--- src/rtl/mips_pkg.sv ---
`default_nettype none
// ============================================================================
// Module   : mips_pkg
// Brief    : Shared widths, register-index constants and datapath typedefs
// Revision : 1.0 - initial release
// ============================================================================
package mips_pkg;

  localparam int DEF_DATA_W = 32;
  localparam int DEF_ADDR_W = 5;

  // Architectural $zero; reads as 0 and ignores writes.
  localparam int ZERO_REG = 0;

  typedef logic [DEF_ADDR_W-1:0] reg_idx_t;
  typedef logic [DEF_DATA_W-1:0] word_t;

endpackage : mips_pkg
`default_nettype wire

--- src/rtl/mips_reg_file.sv ---
`default_nettype none
// ============================================================================
// Module   : mips_reg_file
// Brief    : 32-entry GPR file, two combinational read ports with write-through
//            bypass, one clocked write port, asynchronous active-low clear
// Revision : 1.0 - initial release
// ============================================================================
module mips_reg_file
  import mips_pkg::*;
#(
  parameter int DATA_W = DEF_DATA_W,
  parameter int ADDR_W = DEF_ADDR_W
) (
  input  logic              clk,
  input  logic              rst_n,
  input  logic              we,
  input  logic [ADDR_W-1:0] waddr,
  input  logic [DATA_W-1:0] wdata,
  input  logic [ADDR_W-1:0] raddr1,
  input  logic [ADDR_W-1:0] raddr2,
  output logic [DATA_W-1:0] rdata1,
  output logic [DATA_W-1:0] rdata2
);

  localparam int                c_NREGS    = 2**ADDR_W;
  localparam logic [ADDR_W-1:0] c_ZERO_IDX = ADDR_W'(ZERO_REG);

  logic [DATA_W-1:0] r_regs [c_NREGS];
  logic              w_wr_hit;
  logic [ADDR_W-1:0] w_raddr [2];
  logic [DATA_W-1:0] w_rdata [2];

  // Qualified write: also drives the bypass, so reset and $zero block both.
  assign w_wr_hit = rst_n && we && (waddr != c_ZERO_IDX);

  always_ff @(posedge clk or negedge rst_n) begin
    if (!rst_n) begin
      for (int i = 0; i < c_NREGS; i++) begin
        r_regs[i] <= '0;
      end
    end else if (w_wr_hit) begin
      r_regs[waddr] <= wdata;
    end
  end

  assign w_raddr[0] = raddr1;
  assign w_raddr[1] = raddr2;

  generate
    for (genvar p = 0; p < 2; p++) begin : g_rport
      assign w_rdata[p] = (!rst_n || (w_raddr[p] == c_ZERO_IDX)) ? '0 :
                          (w_wr_hit && (waddr == w_raddr[p]))    ? wdata :
                                                                   r_regs[w_raddr[p]];
    end
  endgenerate

  assign rdata1 = w_rdata[0];
  assign rdata2 = w_rdata[1];

endmodule : mips_reg_file
`default_nettype wire

--- config.mk ---
export PLATFORM = sky130hd
export DESIGN_NAME = mips_reg_file
export DESIGN_NICKNAME = d
export VERILOG_FILES = /design/src/rtl/mips_pkg.sv /design/src/rtl/mips_reg_file.sv
export SDC_FILE = /design/constraint.sdc
export NUM_CORES = 2
export LEC_CHECK = 0
export ABC_CLOCK_PERIOD_IN_PS = 5990
export CORE_MARGIN = 5
export CORE_UTILIZATION = 56
export DETAILED_ROUTE_END_ITERATION = 8
export MAX_ROUTING_LAYER = met4
export PLACE_DENSITY = 0.84
export SLEW_MARGIN = 15
export SYNTH_ARGS = -nofsm -noshare
export SYNTH_HDL_FRONTEND = slang
export SYNTH_SLANG_ARGS = --single-unit
export TNS_END_PERCENT = 10
--- constraint.sdc ---
create_clock -name clk -period 5.99 [get_ports clk]
set_clock_uncertainty 0.2 [all_clocks]
set_input_delay 1.198 -clock clk [delete_from_list [all_inputs] [get_ports clk]]
set_output_delay 1.198 -clock clk [all_outputs]
set_load 0.01 [all_outputs]
==> impl_metrics.py <==
metrics = {
    "finish": {
        "mostFrequentLayoutCells": "dfrtp_1 (1,024), mux2_2 (976), mux4_2 (385), mux2i_1 (287), buf_4 (132)",
        "syn_to_final_growth_pct": 11.23,
        "drive_gt1_share_pct": 45.60,
        "final_nets": 3816,
        "largest_reg_flops": 1024,
        "stdcell_area_um2": 61400,
        "fin_cells": 5139,
        "top_regs": "r_regs x1024",
        "largest_register": "r_regs",
        "mostFrequentLayoutCell": "dfrtp_1",
    },
    "cts": {
        "cts_hold_buf": 0,
        "ctsRootBufferMaster": "clkbuf_16",
        "cts_buffers": 104,
        "cts_max_level": 3,
        "cts_max_path_buffers": 3,
        "path_clk_slew_ns": 0.07,
        "cts_tree": "built",
        "clk_latency_ns": 0.68,
        "clkSinkCount": 1024,
    },
    "timing": {
        "tns_ns": 0,
        "worst_pin_slew_ns": 1.210,
        "min_period_ns": 5.966,
        "max_freq_mhz": 167.6,
        "holdWs_ns": 0.1464,
        "hold_viol_final": 0,
        "setup-violations-final": 0,
        "fin_crit_sh_pct": 99.59,
        "grt_setup_unrepaired": "false",
        "relSlewSlack_pct": 19.05,
        "finalMaxSlewViolations": 0,
    },
    "placement": {
        "place_area_um2": 57700,
        "portBuffers": 113,
        "place_congestion": 0.8912,
        "numPlacedInstances": 4946,
        "place_hpwl_mm": 96.82,
    },
    "route": {
        "dr_wl_met2_mm": 77.54,
        "final_antenna_net_count": 0,
        "top_layer": "met4",
        "vias_per_cell": 7.325,
        "wl_per_cell_um": 32.94,
        "vias": 37643,
        "first_pass_iters": 8,
        "m1WireLength_mm": 63.23,
        "remaining_drc_errors": 0,
        "drtIter0Drc": 4849,
        "met3_wirelength_mm": 19.56,
        "wl_mm": 169.3,
    },
    "run": {
        "maxCapViolCount": 0,
    },
    "logic_synthesis": {
        "ys_seq_elements": 1024,
        "synth_mux_area_share_pct": 41.78,
        "synth_cell_type_count": 44,
        "synthCells": 3828,
        "syn-num-nets": 3878,
        "synth_edf_count": 0,
        "synth_top_family_by_area": "multiplexers",
        "synth_flop_cell": "dfrtp_1",
        "synth.area.top_cells": "dfrtp_1 (46%), mux2_2 (20%), mux4_2 (16%)",
        "ys_warn_count": 0,
        "ys_seq_area_share_pct": 46.42,
        "synth-xor-area-share_pct": 0.1587,
        "synth.top_cell.area_share_pct": 46.42,
        "yosysTopAreaCell": "dfrtp_1",
        "yosys.area_share.simple_pct": 1.695,
        "synth_compound_area_share_pct": 6.172,
        "synthArstFlopShare_pct": 100.0,
        "synthesis.area_um2": 55200,
        "synthAdderAreaFrac_pct": 0,
        "syn_avg_cell_area_um2": 14.42,
    },
    "floorplanning": {
        "die-area_um2": 105000,
        "core_um2": 98130,
        "row_count": 115,
        "die_w_um": 324.0,
        "io_pins": 114,
        "start_util_pct": 56.25,
        "die_h_um": 324.0,
    },
    "global_route": {
        "grt_pass1_vias": 38627,
        "grt_pass1_wl_mm": 252.1,
        "grt_usage_pct": 33.05,
        "grt-ovfl-total": 0,
        "antenna_found_initial": 2,
        "grt_max_degree": 170,
    },
    "critical_path": {
        "endpoint_kind": "primary output",
        "max_stage_delay_ns": 0.94,
        "cp_max_fo": 14,
        "cp_data_required_time_ns": 4.59,
        "path_buf_inv": 3,
        "start_kind": "input port",
        "cpMostUsedCell": "clkdlybuf4s50_1",
        "critPathTopFamily": "buffers and inverters",
        "crit_type": "input port to primary output",
        "arrival_ns": 4.57,
        "crit_chain": "clkdlybuf4s50_1 -> or4_4 -> o21bai_2 -> nor3_2 -> buf_4 -> a221o_1 -> clkdlybuf4s50_1",
        "cp_slowest_cell": "nor3_2",
    },
    "power_and_ir_drop": {
        "seqPwrFrac_pct": 45.7,
        "p_sw_mw": 4.924,
        "internal-power_mw": 13.72,
        "power.density_nw_per_um2": 303.7,
        "clkPwrFrac_pct": 37.6,
        "power_mw": 18.65,
        "p_comb_share_pct": 16.8,
        "power_switching_share_pct": 26.41,
        "p_leak_nw": 27.54,
        "vdd_drop_max_v": 0.0002396,
    },
    "run_status": {
        "status": "complete, no violations",
    },
    "hold_path": {
        "min_path_type": "input port to async pin",
    },
}
[repair_timing]
| item | CTS | global route |
|---|---|---|
| setup endpoints to repair | 0 | 14 |
| gates resized for setup | 0 | 2 |
| setup buffers | 0 | 0 |
[worst paths after layout]
kind	from	end	slack [ns]	depth (start not counted)
max	waddr[0]	rdata2[17]	0.02	7
min	rst_n	r_regs[64]$_DFFE_PN0P_	0.15	1
max reg2reg	r_regs[510]$_DFFE_PN0P_	r_regs[510]$_DFFE_PN0P_	4.94	1
min reg2reg	r_regs[1007]$_DFFE_PN0P_	r_regs[1007]$_DFFE_PN0P_	0.20	0
max in group asynchronous	rst_n	r_regs[80]$_DFFE_PN0P_	2.29	5
min in group clk	r_regs[1007]$_DFFE_PN0P_	r_regs[1007]$_DFFE_PN0P_	0.20	0
[power by group through the flow]
| stage | sequential (mW) | combinational, mW | clock, mW |
|---|---|---|---|
| 2_1_floorplan | 8.34 | 2.27 | 0 |
| 3_3_place_gp | 8.50 | 2.98 | 0 |
| 3_5_place_dp | 8.58 | 3.07 | 0 |
| 4_1_cts | 8.47 | 3.11 | 7.03 |
| 5_1_grt | 8.59 | 3.33 | 7.33 |
| 6_report | 8.51 | 3.13 | 7.01 |
[per-layer routing]
metal	up-vias	track usage (%)
li1	14708	-
met1	19891	42.98
met2	2465	48.75
met3	579	9.334
met4	0	15.32
met5	-	-
[metrics by stage]
step | utilization (%) | setup WS, ns
2_1_floorplan | - | 1.734
3_3_place_gp | 58.80 | 0.2047
3_5_place_dp | 58.80 | 0.1183
4_1_cts | 62.55 | 0.1011
5_1_grt | 62.57 | 0.01361
6_report | 62.57 | 0.02444
[area by class of cell]
cell class,count,area (um^2)
Fill cell,6925,36730
Multi-Input combinational cell,2360,27730
Sequential cell,1024,25620
Clock buffer,144,2993
Timing Repair Buffer,274,2740
Tap cell,1287,1610
Clock inverter,45,683.2
Inverter,2,7.507
Antenna cell,3,7.507
[Yosys cell counts, drive strengths merged, types with 2 or more instances]
| master | number |
|---|---|
| a211oi | 32 |
| a21oi | 127 |
| a221o | 32 |
| a221oi | 64 |
| a22oi | 64 |
| a32o | 32 |
| and3 | 2 |
| buf | 224 |
| clkbuf | 219 |
| dfrtp | 1024 |
| inv | 2 |
| mux2 | 1023 |
| mux2i | 287 |
| mux4 | 385 |
| nand2 | 111 |
| nand2b | 3 |
| nand3 | 11 |
| nor2 | 19 |
| nor2b | 39 |
| nor3 | 8 |
| nor4 | 2 |
| o21bai | 33 |
| o221ai | 63 |
| xnor2 | 7 |
| xor2 | 3 |
[cell families (layout without fill, tap and decap cells)]
| logic type | count (synthesis) | after routing |
|---|---|---|
| AO/OA/AOI/OAI | 453 | 453 |
| XOR/XNOR | 10 | 10 |
| buffers and inverters | 445 | 465 |
| flip-flops | 1024 | 1024 |
| multiplexers | 1695 | 1695 |
| other | 0 | 3 |
| AND/OR/NAND/NOR | 201 | 202 |
Power figures use the tool's default switching activity.
